<file path="src/rtl/regfile_checkpoint_ctrl.sv">
// Checkpoint/rollback engine for the integer register file: saves x1..x31 into a
// shadow store with an XOR signature, and verifies then restores them on request.
module regfile_checkpoint_ctrl #(
    parameter int unsigned NUM_REGS = 32,
    parameter int unsigned DATA_W   = 32,
    parameter int unsigned AW       = $clog2(NUM_REGS)
) (
    input  logic              clk,
    input  logic              rst,
    input  logic              save_req,
    input  logic              restore_req,
    output logic [AW-1:0]     rf_read_addr,
    input  logic [DATA_W-1:0] rf_read_data,
    output logic [AW-1:0]     rf_write_addr,
    output logic [DATA_W-1:0] rf_write_data,
    output logic              rf_write_enable,
    output logic              stall,
    output logic              done,
    output logic              err,
    output logic              ckpt_valid
);

    localparam logic [AW-1:0] FIRST_IDX = AW'(1);
    localparam logic [AW-1:0] LAST_IDX  = AW'(NUM_REGS - 1);

    typedef enum logic [2:0] {
        IDLE,
        SAVE,
        VERIFY,
        WRITE,
        FINISH,
        FAIL
    } state_t;

    state_t            state;
    logic [AW-1:0]     idx;
    logic [DATA_W-1:0] sig;
    logic [DATA_W-1:0] check;
    logic [DATA_W-1:0] shadow [NUM_REGS];

    logic [AW-1:0]     idx_next;
    logic [DATA_W-1:0] check_final;
    logic              last;

    assign idx_next    = idx + FIRST_IDX;
    assign check_final = check ^ shadow[idx];
    assign last        = (idx == LAST_IDX);

    // Shadow store is deliberately left unreset; only a completed save makes it valid.
    always_ff @(posedge clk) begin
        if (state == SAVE) begin
            shadow[idx] <= rf_read_data;
        end
    end

    // Control FSM; every port value is set one edge ahead so outputs come straight from flops.
    always_ff @(posedge clk or posedge rst) begin
        if (rst) begin
            state           <= IDLE;
            idx             <= '0;
            sig             <= '0;
            check           <= '0;
            rf_read_addr    <= '0;
            rf_write_addr   <= '0;
            rf_write_data   <= '0;
            rf_write_enable <= 1'b0;
            stall           <= 1'b0;
            done            <= 1'b0;
            err             <= 1'b0;
            ckpt_valid      <= 1'b0;
        end else begin
            done <= 1'b0;
            err  <= 1'b0;
            case (state)
                IDLE: begin
                    if (save_req) begin
                        state        <= SAVE;
                        idx          <= FIRST_IDX;
                        sig          <= '0;
                        ckpt_valid   <= 1'b0;
                        stall        <= 1'b1;
                        rf_read_addr <= FIRST_IDX;
                    end else if (restore_req && ckpt_valid) begin
                        state <= VERIFY;
                        idx   <= FIRST_IDX;
                        check <= '0;
                        stall <= 1'b1;
                    end else if (restore_req) begin
                        state <= FAIL;
                        err   <= 1'b1;
                    end
                end

                SAVE: begin
                    sig <= sig ^ rf_read_data;
                    if (last) begin
                        state        <= FINISH;
                        ckpt_valid   <= 1'b1;
                        stall        <= 1'b0;
                        done         <= 1'b1;
                        rf_read_addr <= '0;
                    end else begin
                        idx          <= idx_next;
                        rf_read_addr <= idx_next;
                    end
                end

                VERIFY: begin
                    check <= check_final;
                    if (last) begin
                        if (check_final == sig) begin
                            state           <= WRITE;
                            idx             <= FIRST_IDX;
                            rf_write_enable <= 1'b1;
                            rf_write_addr   <= FIRST_IDX;
                            rf_write_data   <= shadow[FIRST_IDX];
                        end else begin
                            state      <= FAIL;
                            ckpt_valid <= 1'b0;
                            stall      <= 1'b0;
                            err        <= 1'b1;
                        end
                    end else begin
                        idx <= idx_next;
                    end
                end

                WRITE: begin
                    if (last) begin
                        state           <= FINISH;
                        rf_write_enable <= 1'b0;
                        rf_write_addr   <= '0;
                        rf_write_data   <= '0;
                        stall           <= 1'b0;
                        done            <= 1'b1;
                    end else begin
                        idx           <= idx_next;
                        rf_write_addr <= idx_next;
                        rf_write_data <= shadow[idx_next];
                    end
                end

                FINISH: state <= IDLE;

                FAIL: state <= IDLE;

                default: begin
                    state           <= IDLE;
                    stall           <= 1'b0;
                    rf_write_enable <= 1'b0;
                    rf_write_addr   <= '0;
                    rf_write_data   <= '0;
                    rf_read_addr    <= '0;
                end
            endcase
        end
    end

endmodule

</file>
<file path="config.mk">
export PLATFORM = sky130hd
export DESIGN_NAME = regfile_checkpoint_ctrl
export DESIGN_NICKNAME = d
export VERILOG_FILES = /design/src/rtl/regfile_checkpoint_ctrl.sv
export SDC_FILE = /design/constraint.sdc
export NUM_CORES = 1
export LEC_CHECK = 0
export CORE_ASPECT_RATIO = 0.6
export CORE_UTILIZATION = 45
export CTS_BUF_LIST = sky130_fd_sc_hd__clkbuf_4
export CTS_CLUSTER_SIZE = 12
export DETAILED_ROUTE_END_ITERATION = 7
export PLACE_DENSITY = 0.67
export REMOVE_ABC_BUFFERS = 1
export SLEW_MARGIN = 20
export SYNTH_ARGS = -nofsm -noshare
export SYNTH_HDL_FRONTEND = slang
export SYNTH_SLANG_ARGS = --single-unit
</file>
<file path="constraint.sdc">
create_clock -name clk -period 4.92 [get_ports clk]
set_input_delay 0.984 -clock clk [delete_from_list [all_inputs] [get_ports clk]]
set_output_delay 0.984 -clock clk [all_outputs]
set_load 0.05 [all_outputs]
</file>
==> impl_results.md <==
* Total GRT Usage at 29.6%
* Layout cells sized above 1 at 30.2%
* Switching Share at 38.4%
* Combinational power share at 48.6%
* RSZ-0062 raised after global routing: no
* Std cell rows at 97
* Via count at 34400
* H-tree depth at 5
* Cell taking the most area after synthesis: edfxtp_1
* Clock network fraction of design power at 20.2%
* Critical path peak fanout at 25
* Grt met2 use at 40.6%
* Resize count post-CTS at 1
* Syn Inst Count at 3088
* Area added between synthesis and finish at 14.8%
* Postcts setup bufs at 0
* Top_reg_cell synth: edfxtp_1
* Worst hold path cell count at 1
* Clk_lat worst skew at 1.27 ns
* Worst Skew at 0.128 ns
* Internal Pwr Total at 24.8 mW
* Top Usage Layer GRT: met1
* LEAKAGE at 21.1 nW
* Sequential cell area at 33700 um2
* Drt pass-1 iters at 6
* Startpoint Class: flop
* DR vias/cell at 6.61
* Reg2Reg Depth at 13
* Clock Tree Buf Depth at 4
* Total power at 40.3 mW
* Met1 GRT Util at 43.5%
* CTS tree: yes
* Io pins at 83
* Yosys cell types at 57
* Ys async rst share at 10.4%
* Hold Buf Count CTS at 0
* Avg Synthesized Cell Area at 17.2 um2
* Critical Path AT at 5.97 ns
* DR WL/cell at 34.0 um
* Crit Path Class: reg2reg
* Initial core utilization at 45.4%
* Design area at 60900 um2
* Register share of total power at 31.2%
* First-pass GRT wire length at 247000 um
* Maximum vdd ir drop at 0.507 mV
* Vias in the first global route at 33000
* Final setup margin at -0.0185 ns
* Placed Instances at 4713
* Req. time, crit path at 5.95 ns
* Largest net degree at the start of global routing at 64
* Met3 usage at 10.7%
* Slew Viols, Final at 0
* Final setup viols at 2
* Final WL at 177000 um
* Routed Antenna Nets at 0
* Failing checks: setup timing
* Port Buffers at 82
* Worst-Margin Slew at 1.14 ns
* Die ar. at 119000 um2
* Global placement routability congestion at 0.872
* Synth warn at 0
* Die height at 268 um
* Most frequent cells in the layout: edfxtp_1 (1024), mux2i_1 (478), clkbuf_4 (420)
* Post-synthesis sequential area ratio at 63.5%
* Place WS at -0.00927 ns
* Area of the core at 117000 um2
* Top post-synthesis cells by area: edfxtp_1 (58%), mux4_2 (15%), mux2i_1 (9.0%)
* FF+latch count, synth at 1143
* Share of Yosys cell area claimed by the top area cell type at 57.9%
* Tmin final at 4.94 ns
* Clock slew at the register clock pins of the worst setup and hold paths at 0.07 ns
* Max_cap viols at 0
* Post-synth EDFFs at 1024
* Total CTS buffers at 283
* Antenna violations before repair at 8
* Final Util at 52.1%
* Layout Cells excl Fill at 5200
* CP endpoint kind: flop
* Placed cell area at 57400 um2
* Final period utilization at 100%
* Final Hold Viols at 0
* CTS root buf: clkbuf_4
* Clock Sinks at 1143
* Power density cells at 661 nW/um2
* DIE WIDTH at 445 um
* Outcome: complete, but fails checks
* Most common cell after layout, fill and taps aside: edfxtp_1
* Area occupied by multi-input gates at 18700 um2
* GRT overflow at 0
* FMAX at 202 MHz
* Min-Delay Path Class: in2reg
* Iteration-0 DRC Markers at 5498
* Number of remaining DRC errors at 0
* Final net count at 3455
* Worst slew margin at 23.7%
* Switching pwr at 15.5 mW
* FILL cells at 9411
* Post-synthesis instance area at 53100 um2
* Dpl hpwl at 97600 um
==> power by group through the flow <==
stage          Clock [mW]  Sequential (mW)  Combinational [mW]
2_1_floorplan           0             13.1                9.58
3_3_place_gp            0             12.7                19.1
3_5_place_dp            0             12.7                19.2
4_1_cts              8.22             12.5                19.3
5_1_grt              8.73             12.6                20.3
6_report             8.15             12.6                19.6
==> kinds of logic (layout without fill, tap and decap cells) <==
logic type | Yosys count | after routing | share of synthesized area [%]
flops | 1143 | 1143 | 63.5
mux | 864 | 864 | 24.9
compound gates | 381 | 381 | 4.41
simple gates | 369 | 369 | 3.47
buf+inv | 229 | 750 | 2.01
xor+xnor | 97 | 97 | 1.60
fa+ha+maj | 5 | 5 | 0.118
other cells | 0 | 7 | 0
==> layout make-up <==
type | count | share of cell area [%]
inverters | 9 | 0.0636
multi-input cells | 1716 | 30.6
well taps | 1584 | 3.25
diodes | 7 | 0.0287
clock buffers | 420 | 5.17
repair buffers | 261 | 4.90
clock inverters | 60 | 0.595
flip-flops and latches | 1143 | 55.4
==> worst max-delay path, stage by stage (launching register included) <==
cell	delay, ns
dfrtp_4	0.80
buf_12	0.29
buf_4	0.28
mux2i_1	0.28
o22ai_1	0.13
nor4_1	0.40
nand2_1	0.19
xnor2_1	0.28
nor4_2	0.36
buf_4	0.19
nand4_1	0.29
o41a_2	0.66
buf_12	0.23
mux2_4	0.32
==> state kept, by name (all words and copies together) (netlist names), 3 cells and up <==
register,count
sig,32
rf_write_data,32
state,3
shadow,1024
idx,5
rf_write_addr,5
rf_read_addr,5
check,32
==> synthesized netlist by cell type (8+ instances only) <==
cell,count
a21oi_1,9
a22oi_1,18
buf_1,10
buf_2,71
buf_6,13
clkbuf_1,121
dfrtp_1,119
edfxtp_1,1024
inv_1,9
mux2_2,8
mux2_4,25
mux2i_1,478
mux4_2,353
nand2_1,166
nor2_1,76
nor4_1,57
o21ai_0,105
o22ai_1,221
xnor2_1,64
xor2_1,33
==> per-stage QoR <==
step                TNS [ns]  hold WS, ns
global placement     -0.0235        0.467
detailed placement   -0.0470        0.494
global route               0        0.232
CTS                        0        0.216
finish               -0.0199        0.246
floorplan                  -        0.476
==> worst paths after layout <==
path	start	endpoint	slack (ns)
worst max-delay path	idx[1]	rf_write_data[17]	-0.02
worst min-delay path	rf_read_data[18]	shadow[27][18]	0.25
worst max register to register	idx[1]	rf_write_data[17]	-0.02
worst min register to register	rf_read_addr[2]	rf_read_addr[2]	0.50
max in group asynchronous	rst	rf_write_data[17]	3.55
min in group asynchronous	rst	rf_write_data[26]	0.27
==> routing by layer <==
metal  up-vias  wire length, um
met2      2849            73300
li1      13500                -
met1     17600            72200
met5         -                9
met3       398            26400
met4         2             5160
(Power assumes the default switching activity.)
